$ cat src/rtl/instruction_pkg.sv
// Shared RV32I memory-op encodings, M-stage state type and decode helpers.
package instruction_pkg;

  // minst[3:2] prefix marking "no memory operation"
  localparam logic [1:0] MINST_NONE = 2'b11;

  // Load funct3 encodings
  localparam logic [2:0] F3_LB  = 3'b000;
  localparam logic [2:0] F3_LH  = 3'b001;
  localparam logic [2:0] F3_LW  = 3'b010;
  localparam logic [2:0] F3_LBU = 3'b100;
  localparam logic [2:0] F3_LHU = 3'b101;

  typedef enum logic {M_IDLE, M_WAIT} mstate_t;

  // True for the five supported load encodings
  function automatic logic is_load(input logic [3:0] minst);
    is_load = 1'b0;
    if (minst[3] == 1'b0) begin
      case (minst[2:0])
        F3_LB, F3_LH, F3_LW, F3_LBU, F3_LHU: is_load = 1'b1;
        default:                             is_load = 1'b0;
      endcase
    end
  endfunction

  // Halfwords need an even address, words a multiple of four
  function automatic logic is_misaligned(input logic [2:0] funct3, input logic [1:0] lane);
    case (funct3)
      F3_LH, F3_LHU: is_misaligned = lane[0];
      F3_LW:         is_misaligned = |lane;
      default:       is_misaligned = 1'b0;
    endcase
  endfunction

endpackage

$ cat src/rtl/load_align.sv
// Selects the addressed byte/halfword lane of a little-endian word and extends it.
module load_align
  import instruction_pkg::*;
(
  input  logic [2:0]  minst,
  input  logic [1:0]  addr,
  input  logic [31:0] rdata,
  output logic [31:0] result
);

  logic [7:0]  byte_sel;
  logic [15:0] half_sel;

  // Lane select followed by sign/zero extension by load type
  always_comb begin
    byte_sel = rdata[{addr, 3'b000} +: 8];
    half_sel = addr[1] ? rdata[31:16] : rdata[15:0];
    case (minst)
      F3_LB:   result = {{24{byte_sel[7]}}, byte_sel};
      F3_LH:   result = {{16{half_sel[15]}}, half_sel};
      F3_LBU:  result = {{24{1'b0}}, byte_sel};
      F3_LHU:  result = {{16{1'b0}}, half_sel};
      default: result = rdata;
    endcase
  end

endmodule

$ cat src/rtl/memory_access.sv
// RV32I memory stage: registers execution results, runs loads over a req/ack
// data-memory port, aligns load data and emits one writeback beat per instruction.
module memory_access
  import instruction_pkg::*;
#(
  parameter int unsigned DMEM_AW = 32
) (
  input  logic               clk,
  input  logic               reset,
  input  logic [3:0]         minst_i,
  input  logic [31:0]        addr_i,
  input  logic [4:0]         rd_i,
  input  logic               rdm_v_i,
  output logic               mem_stall,
  output logic               dmem_req,
  output logic [DMEM_AW-1:0] dmem_addr,
  input  logic               dmem_ack,
  input  logic [31:0]        dmem_rdata,
  output logic               wb_v,
  output logic [4:0]         wb_rd,
  output logic [31:0]        wb_data,
  output logic               misalign
);

  mstate_t     state;

  // M registers for non-load results, emitted on the following edge
  logic        m_upd;
  logic        m_wbv;
  logic        m_mis;
  logic [4:0]  m_rd;
  logic [31:0] m_data;

  // Outstanding-load context
  logic [2:0]  ld_f3;
  logic [1:0]  ld_lane;
  logic [4:0]  ld_rd;
  logic        ld_v;
  logic [31:0] ld_result;

  logic        accept;
  logic        in_load;
  logic        in_mis;

  assign mem_stall = (state == M_WAIT) && !dmem_ack;

  // Decode of the instruction offered by the execution stage
  always_comb begin
    accept  = !mem_stall;
    in_load = is_load(minst_i);
    in_mis  = in_load && is_misaligned(minst_i[2:0], addr_i[1:0]);
  end

  load_align u_load_align (
    .minst  (ld_f3),
    .addr   (ld_lane),
    .rdata  (dmem_rdata),
    .result (ld_result)
  );

  // Non-load results pass through the M registers so that an instruction accepted on
  // the ack edge writes back one cycle after the load, never colliding with it.
  always_ff @(posedge clk) begin
    if (!reset) begin
      state     <= M_IDLE;
      dmem_req  <= 1'b0;
      dmem_addr <= '0;
      wb_v      <= 1'b0;
      wb_rd     <= '0;
      wb_data   <= '0;
      misalign  <= 1'b0;
      m_upd     <= 1'b0;
      m_wbv     <= 1'b0;
      m_mis     <= 1'b0;
      m_rd      <= '0;
      m_data    <= '0;
      ld_f3     <= '0;
      ld_lane   <= '0;
      ld_rd     <= '0;
      ld_v      <= 1'b0;
    end else begin
      wb_v     <= m_wbv;
      misalign <= m_mis;
      if (m_upd) begin
        wb_rd   <= m_rd;
        wb_data <= m_data;
      end
      m_upd <= 1'b0;
      m_wbv <= 1'b0;
      m_mis <= 1'b0;

      if (state == M_WAIT && dmem_ack) begin
        state    <= M_IDLE;
        dmem_req <= 1'b0;
        wb_v     <= ld_v;
        wb_rd    <= ld_rd;
        wb_data  <= ld_result;
      end

      if (accept) begin
        if (in_load && !in_mis) begin
          state     <= M_WAIT;
          dmem_req  <= 1'b1;
          dmem_addr <= {addr_i[DMEM_AW-1:2], 2'b00};
          ld_f3     <= minst_i[2:0];
          ld_lane   <= addr_i[1:0];
          ld_rd     <= rd_i;
          ld_v      <= rdm_v_i;
        end else if (in_load) begin
          m_mis <= 1'b1;
        end else begin
          m_upd  <= 1'b1;
          m_rd   <= rd_i;
          m_data <= addr_i;
          m_wbv  <= (minst_i[3:2] == MINST_NONE) && rdm_v_i;
        end
      end
    end
  end

endmodule

$ cat config.mk
export PLATFORM = sky130hd
export DESIGN_NAME = memory_access
export DESIGN_NICKNAME = d
export VERILOG_FILES = /design/src/rtl/instruction_pkg.sv /design/src/rtl/load_align.sv /design/src/rtl/memory_access.sv
export SDC_FILE = /design/constraint.sdc
export NUM_CORES = 1
export LEC_CHECK = 0
export ABC_CLOCK_PERIOD_IN_PS = 4000
export CORE_UTILIZATION = 30
export CTS_CLUSTER_SIZE = 24
export DETAILED_ROUTE_END_ITERATION = 16
export HOLD_SLACK_MARGIN = 0.08
export PLACE_DENSITY_LB_ADDON = 0.25
export SETUP_SLACK_MARGIN = 0.4
export SLEW_MARGIN = 10
export SYNTH_ARGS = -nofsm -noshare
export SYNTH_HDL_FRONTEND = slang
export SYNTH_SLANG_ARGS = --single-unit
export TNS_END_PERCENT = 10
$ cat constraint.sdc
create_clock -name clk -period 4 [get_ports clk]
set_input_delay 1.2 -clock clk [delete_from_list [all_inputs] [get_ports clk]]
set_output_delay 1.2 -clock clk [all_outputs]
set_load 0.01 [all_outputs]
==> flow_metrics.tcl, run 1 <==
set metrics [dict create \
    outcome "complete, no violations" \
    clk_latency_ns 0.43 \
    grt_pass1_wl_um 26500 \
    netlist_area_sq_um 5520 \
    total_power_mw 3.45 \
    syn_inst 687 \
    hold_path_class "reg2reg" \
    place_congestion 0.768 \
    r2r_start "ld_lane[1]" \
    drtIter0Drc 351 \
    fin_crit_sh 0.858 \
    drv_cap 0 \
    grt_pass1_vias 4837 \
    synth_top_area_cell "dfxtp_1" \
    drive_gt1_frac 0.0955 \
    portBuffers 147 \
    hpwl_um 11700 \
    setup_viol 0 \
    cts_buffer_depth 2 \
    synthFlopType "dfxtp_1" \
    areaGrowthSynthToFinish_pct 40.4 \
    synth-edff-count 0 \
    start_util 0.307 \
    grt_usage 0.186 \
    clock_sinks 122 \
    relSlewSlack 0.285 \
    fillers 1808 \
    holdPathEnd "misalign" \
    cts_made_buffers 17 \
    synth_top_area_share 0.443 \
    core_area_sq_um 18000 \
    synth.distinct_cells 42 \
    grt_overflow 0 \
    ir_worst_vdd_mv 0.302 \
    tightest_slew_ns 1.07 \
    ys_ff_latch 122 \
    ys_top_cells_by_area "dfxtp_1 44%, nand2_1 14%, a21boi_0 5.4%" \
    avgSynthCellArea_sq_um 8.03 \
    min_period_ns 3.43 \
    io_pins 150 \
    htree_levels 4 \
    worstRegToRegCells 4 \
    grt_setup_unrepaired "false" \
    hold_viol_final 0 \
    power_density_nw_per_um2 445 \
    n_antenna_cell 0 \
    fmax_mhz 291 \
    slew_violations 0 \
    end_kind "output pin" \
    drc 0 \
    drt_first_pass_iters 5 \
    cts_tree "built" \
    hold_path.startpoint "m_mis" \
    die_h_um 138 \
    synth_seq_area_share 0.443 \
    setup_tns_ns 0 \
    whs_path_depth 1 \
    totalWireLength_um 17100 \
    r2r_setup_slack_ns 1.71 \
    die_area_sq_um 18900 \
    grt_max_degree 123 \
    clkTransAtPathRegs_ns 0.05 \
    cp.required_ns 2.80 \
    start_kind "input port" \
    reg2reg_to "wb_data[6]" \
    root_buffer "clkbuf_16" \
    critPathKind "in2out" \
    fin_skew_ns 0.0170 \
    synth_most_common_cell "nand2_1" \
    critPathMaxFanout 6 \
    synth_common_cells "204 x nand2_1, 122 x dfxtp_1, 57 x nand3_1, 45 x clkbuf_1, 44 x o21ai_0" \
    rows 49 \
    antenna_found_initial 0 \
    ant_nets 0 \
    wl_per_cell_um 16.3 \
    nNetsFinal 881 \
    cp.arrival_ns 2.23 \
    async_flop_share 0 \
    via_per_inst 4.96 \
    ys_warn_count 0 \
    vias 5192 \
    p_leak_nw 3.05 \
    die_width_um 138 \
]
## layer usage
metal,GRT usage,wire length (um)
met1,0.249,8080
met2,0.279,7430
met3,0.0559,1310
met4,0.0714,274
met5,0,0
## worst max-delay path, stage by stage
cell and delay (ns):
clkdlybuf4s50_1 0.53, nand2b_4 0.18, inv_1 0.04, dlygate4sd2_1 0.28
## metrics by stage
step / worst slack (ns) / instance area (sq um) / instances / hold WS [ns] / utilization
final: 0.569 / 7750 / 1046 / 0.442 / 0.431
after global routing: 0.528 / 7750 / 1046 / 0.457 / 0.431
after floorplan: 1.31 / 5520 / 688 / 0.412 / -
after detailed placement: 0.268 / 7120 / 1014 / 0.433 / 0.396
after CTS: 0.572 / 7750 / 1046 / 0.446 / 0.431
after global placement: 0.261 / 7120 / 1014 / 0.427 / 0.396
## cells in the final DEF (no fill, tap or decap), types with 2 or more instances in the layout
cell type,synthesis,final
nand2_1,204,203
clkdlybuf4s50_1,0,145
dfxtp_1,122,121
nand3_1,57,57
o21ai_0,44,44
a21boi_0,40,40
mux2i_1,17,17
clkbuf_16,0,17
a21oi_1,16,16
a22oi_1,16,16
mux2_2,15,15
a21oi_2,10,10
buf_4,2,10
o211ai_1,8,8
o311ai_0,8,8
and3_1,8,8
inv_1,7,7
o31ai_1,7,7
nor3_1,7,7
a31o_2,7,7
o211a_1,5,5
clkbuf_1,45,5
nor2_1,4,4
bufinv_16,0,4
o22ai_1,3,3
clkbuf_8,0,3
o21a_1,2,2
and2_1,2,2
nand2b_1,3,2
conb_1,1,2
clkinv_2,0,2
## timing repair
| action | CTS | global route |
|---|---|---|
| resized for setup | 3 | 0 |
| endpoints found under the setup margin | 1 | 0 |
| hold buffers | 0 | 0 |
| buffers inserted | 0 | 0 |
## registers in the layout (all words and copies together), names as in the netlist
register and count:
state 1, wb_rd 5, m_data 32, m_upd 1
m_wbv 1, m_rd 5, dmem_addr 30, ld_v 1
ld_f3 3, dmem_req 1, misalign 1, ld_lane 2
wb_data 32, ld_rd 5, wb_v 1, m_mis 1
## area by class of cell
type	count	area (sq um)	area share
Sequential cell	122	2440	0.315
Tap cell	229	287	0.0370
Clock inverter	7	138	0.0178
Clock buffer	25	485	0.0627
Timing Repair Buffer	157	1560	0.201
Multi-Input combinational cell	499	2810	0.363
Inverter	7	26.3	0.00339
## worst max path at each step
| stage | from | endpoint | cells after the start |
|---|---|---|---|
| 3_5_place_dp | dmem_ack | mem_stall | 4 |
| 4_1_cts | dmem_ack | mem_stall | 4 |
| 5_1_grt | dmem_ack | mem_stall | 4 |
| 2_1_floorplan | dmem_ack | mem_stall | 2 |
| 3_3_place_gp | dmem_ack | mem_stall | 4 |
| 6_report | dmem_ack | mem_stall | 4 |
## report_power, final
| group | leakage (nW) | total, mW | switching (mW) | internal [mW] |
|---|---|---|---|---|
| Clock | 0.301 | 1.64 | 0.548 | 1.09 |
| Combinational | 1.74 | 0.457 | 0.227 | 0.230 |
| Sequential | 1.00 | 1.35 | 0.0615 | 1.29 |
| Total | 3.05 | 3.45 | 0.836 | 2.61 |
## cells by family after synthesis
kind of cell,after synthesis,synth area share
AND/OR/NAND/NOR,292,0.225
AO/OA/AOI/OAI,173,0.220
flip-flops,122,0.443
buffers and inverters,67,0.0506
multiplexers,32,0.0615
other,1,0.000680
Note: power is estimated with default switching activity, not from simulation.
==> inputs of run 2 (changes only) <==
--- a/config.mk
+++ b/config.mk
@@ -6,6 +6,7 @@
 export NUM_CORES = 1
 export LEC_CHECK = 0
 export ABC_CLOCK_PERIOD_IN_PS = 4000
+export CAP_MARGIN = 20
 export CORE_UTILIZATION = 30
 export CTS_CLUSTER_SIZE = 24
 export DETAILED_ROUTE_END_ITERATION = 16
==> results of run 2 <==
Same layout as run 1: the final DEF is identical, and so are final timing and power.
==> inputs of run 3 (changes only) <==
--- a/config.mk
+++ b/config.mk
@@ -10,10 +10,11 @@
 export CORE_UTILIZATION = 30
 export CTS_CLUSTER_SIZE = 24
 export DETAILED_ROUTE_END_ITERATION = 16
+export GPL_TIMING_DRIVEN = 0
 export HOLD_SLACK_MARGIN = 0.08
 export PLACE_DENSITY_LB_ADDON = 0.25
 export SETUP_SLACK_MARGIN = 0.4
-export SLEW_MARGIN = 10
+export SLEW_MARGIN = 20
 export SYNTH_ARGS = -nofsm -noshare
 export SYNTH_HDL_FRONTEND = slang
 export SYNTH_SLANG_ARGS = --single-unit
==> run 3 against run 2 <==
  * Flip-flop and latch count is the same
  * Sequential power is essentially flat
  * Die area is the same
  * Non-clock buffer count grew 50
  * Fmax shrank 0.56%
  * Via count grew 6.1%
  * Worst hold slack gained 0.0021 ns
  * Sequential share of layout area shrank 0.44 points
  * Count of clock-buffer cells in the layout shrank 1
  * Total power shrank 3.0%
  * Highest routed layer unchanged
==> flow_metrics.tcl, run 3 (same netlist as run 1, synthesis figures left out) <==
set metrics [dict create \
    antenna_found_initial 0 \
    worstRegToRegCells 6 \
    grt_pass1_vias 5168 \
    clk_latency_ns 0.42 \
    clkTransAtPathRegs_ns 0.05 \
    fillers 1873 \
    via_per_inst 5.02 \
    cp.required_ns 2.80 \
    wl_per_cell_um 17.7 \
    crit_family "buffers and inverters" \
    relSlewSlack 0.429 \
    slowest_delay_ns 0.45 \
    fmax_mhz 290 \
    design_area_sq_um 7850 \
    total_power_mw 3.34 \
    final_util 0.437 \
    grt_max_degree 17 \
    critPathKind "in2out" \
    hpwl_um 14700 \
    layout_common_cells "204 x nand2_1, 146 x clkdlybuf4s50_1, 122 x dfxtp_1" \
    critPathMaxFanout 6 \
    reg_top3 "m_data (32), wb_data (32), dmem_addr (30)" \
    stdcell_count 1096 \
    rows 49 \
    start_util 0.307 \
    r2r_start "m_upd" \
    hold_ws_ns 0.444 \
    holdPathEnd "misalign" \
    r2r_setup_slack_ns 1.95 \
    cp.arrival_ns 2.25 \
    areaGrowthSynthToFinish_pct 42.4 \
    cts_setup_buffers 0 \
    cts_hold_buf 0 \
    fin_skew_ns 0.00608 \
    place_ws_ns 0.273 \
    drt_first_pass_iters 5 \
    tightest_slew_ns 0.850 \
    drtIter0Drc 323 \
    hold_viol_final 0 \
    hold_path.startpoint "m_mis" \
    ir_worst_vdd_mv 0.288 \
    grt_overflow 0 \
    nNetsFinal 931 \
    min_period_ns 3.45 \
    io_pins 150 \
    grt_setup_unrepaired "false" \
    grt_usage 0.210 \
    hold_path_class "reg2reg" \
    totalWireLength_um 19400 \
    place_congestion 0.896 \
    timing.critical_path.buf_inv 3 \
    grt_pass1_wl_um 29400 \
    power_density_nw_per_um2 426 \
    p_leak_nw 3.07 \
    reg2reg_to "wb_data[14]" \
    core_area_sq_um 18000 \
    whs_path_depth 1 \
    vias 5507 \
    htree_levels 4 \
    outcome "complete, no violations" \
    cts_buffer_depth 2 \
    placed_cells 1064 \
    die_area_sq_um 18900 \
    drive_gt1_frac 0.0842 \
    fin_crit_sh 0.862 \
    setup_tns_ns 0 \
    die_h_um 138 \
    worst_slack_ns 0.550 \
    cts_resized 2 \
    startpoint "dmem_ack" \
    layout_commonest_cell "nand2_1" \
    crit_chain "clkdlybuf4s50_1 > nand2b_2 > inv_1 > dlygate4sd2_1" \
    drv_cap 0 \
    slew_violations 0 \
    clock_sinks 122 \
    cts_tree "built" \
    portBuffers 147 \
    crit_slowest_cell "clkdlybuf4s50_1" \
    root_buffer "clkbuf_16" \
    drc 0 \
    setup_viol 0 \
    end_kind "output pin" \
    n_antenna_cell 0 \
    placed_area_sq_um 7280 \
    cts_made_buffers 17 \
    ant_nets 0 \
    die_width_um 138 \
    start_kind "input port" \
]
-- run 3: cell types whose count changed in the layout (fill, tap and decap cells not counted), moves of 2 or more --
cell       previous run  this run
bufinv_16             4         2
buf_1                 0         7
buf_6                 0         2
clkbuf_1              5        49
buf_4                10         2
buf_2                 0         4
clkinv_2              2         5
-- run 3: area by class of cell --
type | instances | area, sq um | area share
multi-input combinational | 499 | 2800 | 0.357
sequential | 122 | 2440 | 0.311
timing repair buffer | 147 | 1470 | 0.187
clock buffer | 24 | 482 | 0.0613
tap | 229 | 287 | 0.0365
buffer | 60 | 253 | 0.0322
clock inverter | 8 | 92.6 | 0.0118
inverter | 7 | 26.3 | 0.00335
-- run 3: where the power goes --
part           internal (mW)  total (mW)  switching, mW
clock                  0.960        1.50          0.542
sequential              1.29        1.34         0.0463
combinational          0.237       0.504          0.267
-- run 3: how the worst max path moves through the flow --
stage	to	slack, ns	cells past startpoint
after CTS	mem_stall	0.55	4
after floorplan	mem_stall	1.31	2
final	mem_stall	0.55	4
after global placement	mem_stall	0.27	4
after detailed placement	mem_stall	0.27	4
after global routing	mem_stall	0.51	4
-- run 3: routing by layer --
metal	routed length, um	GRT usage
met2	8570	0.324
met5	0	0
met4	314	0.0586
met1	9040	0.283
met3	1430	0.0603
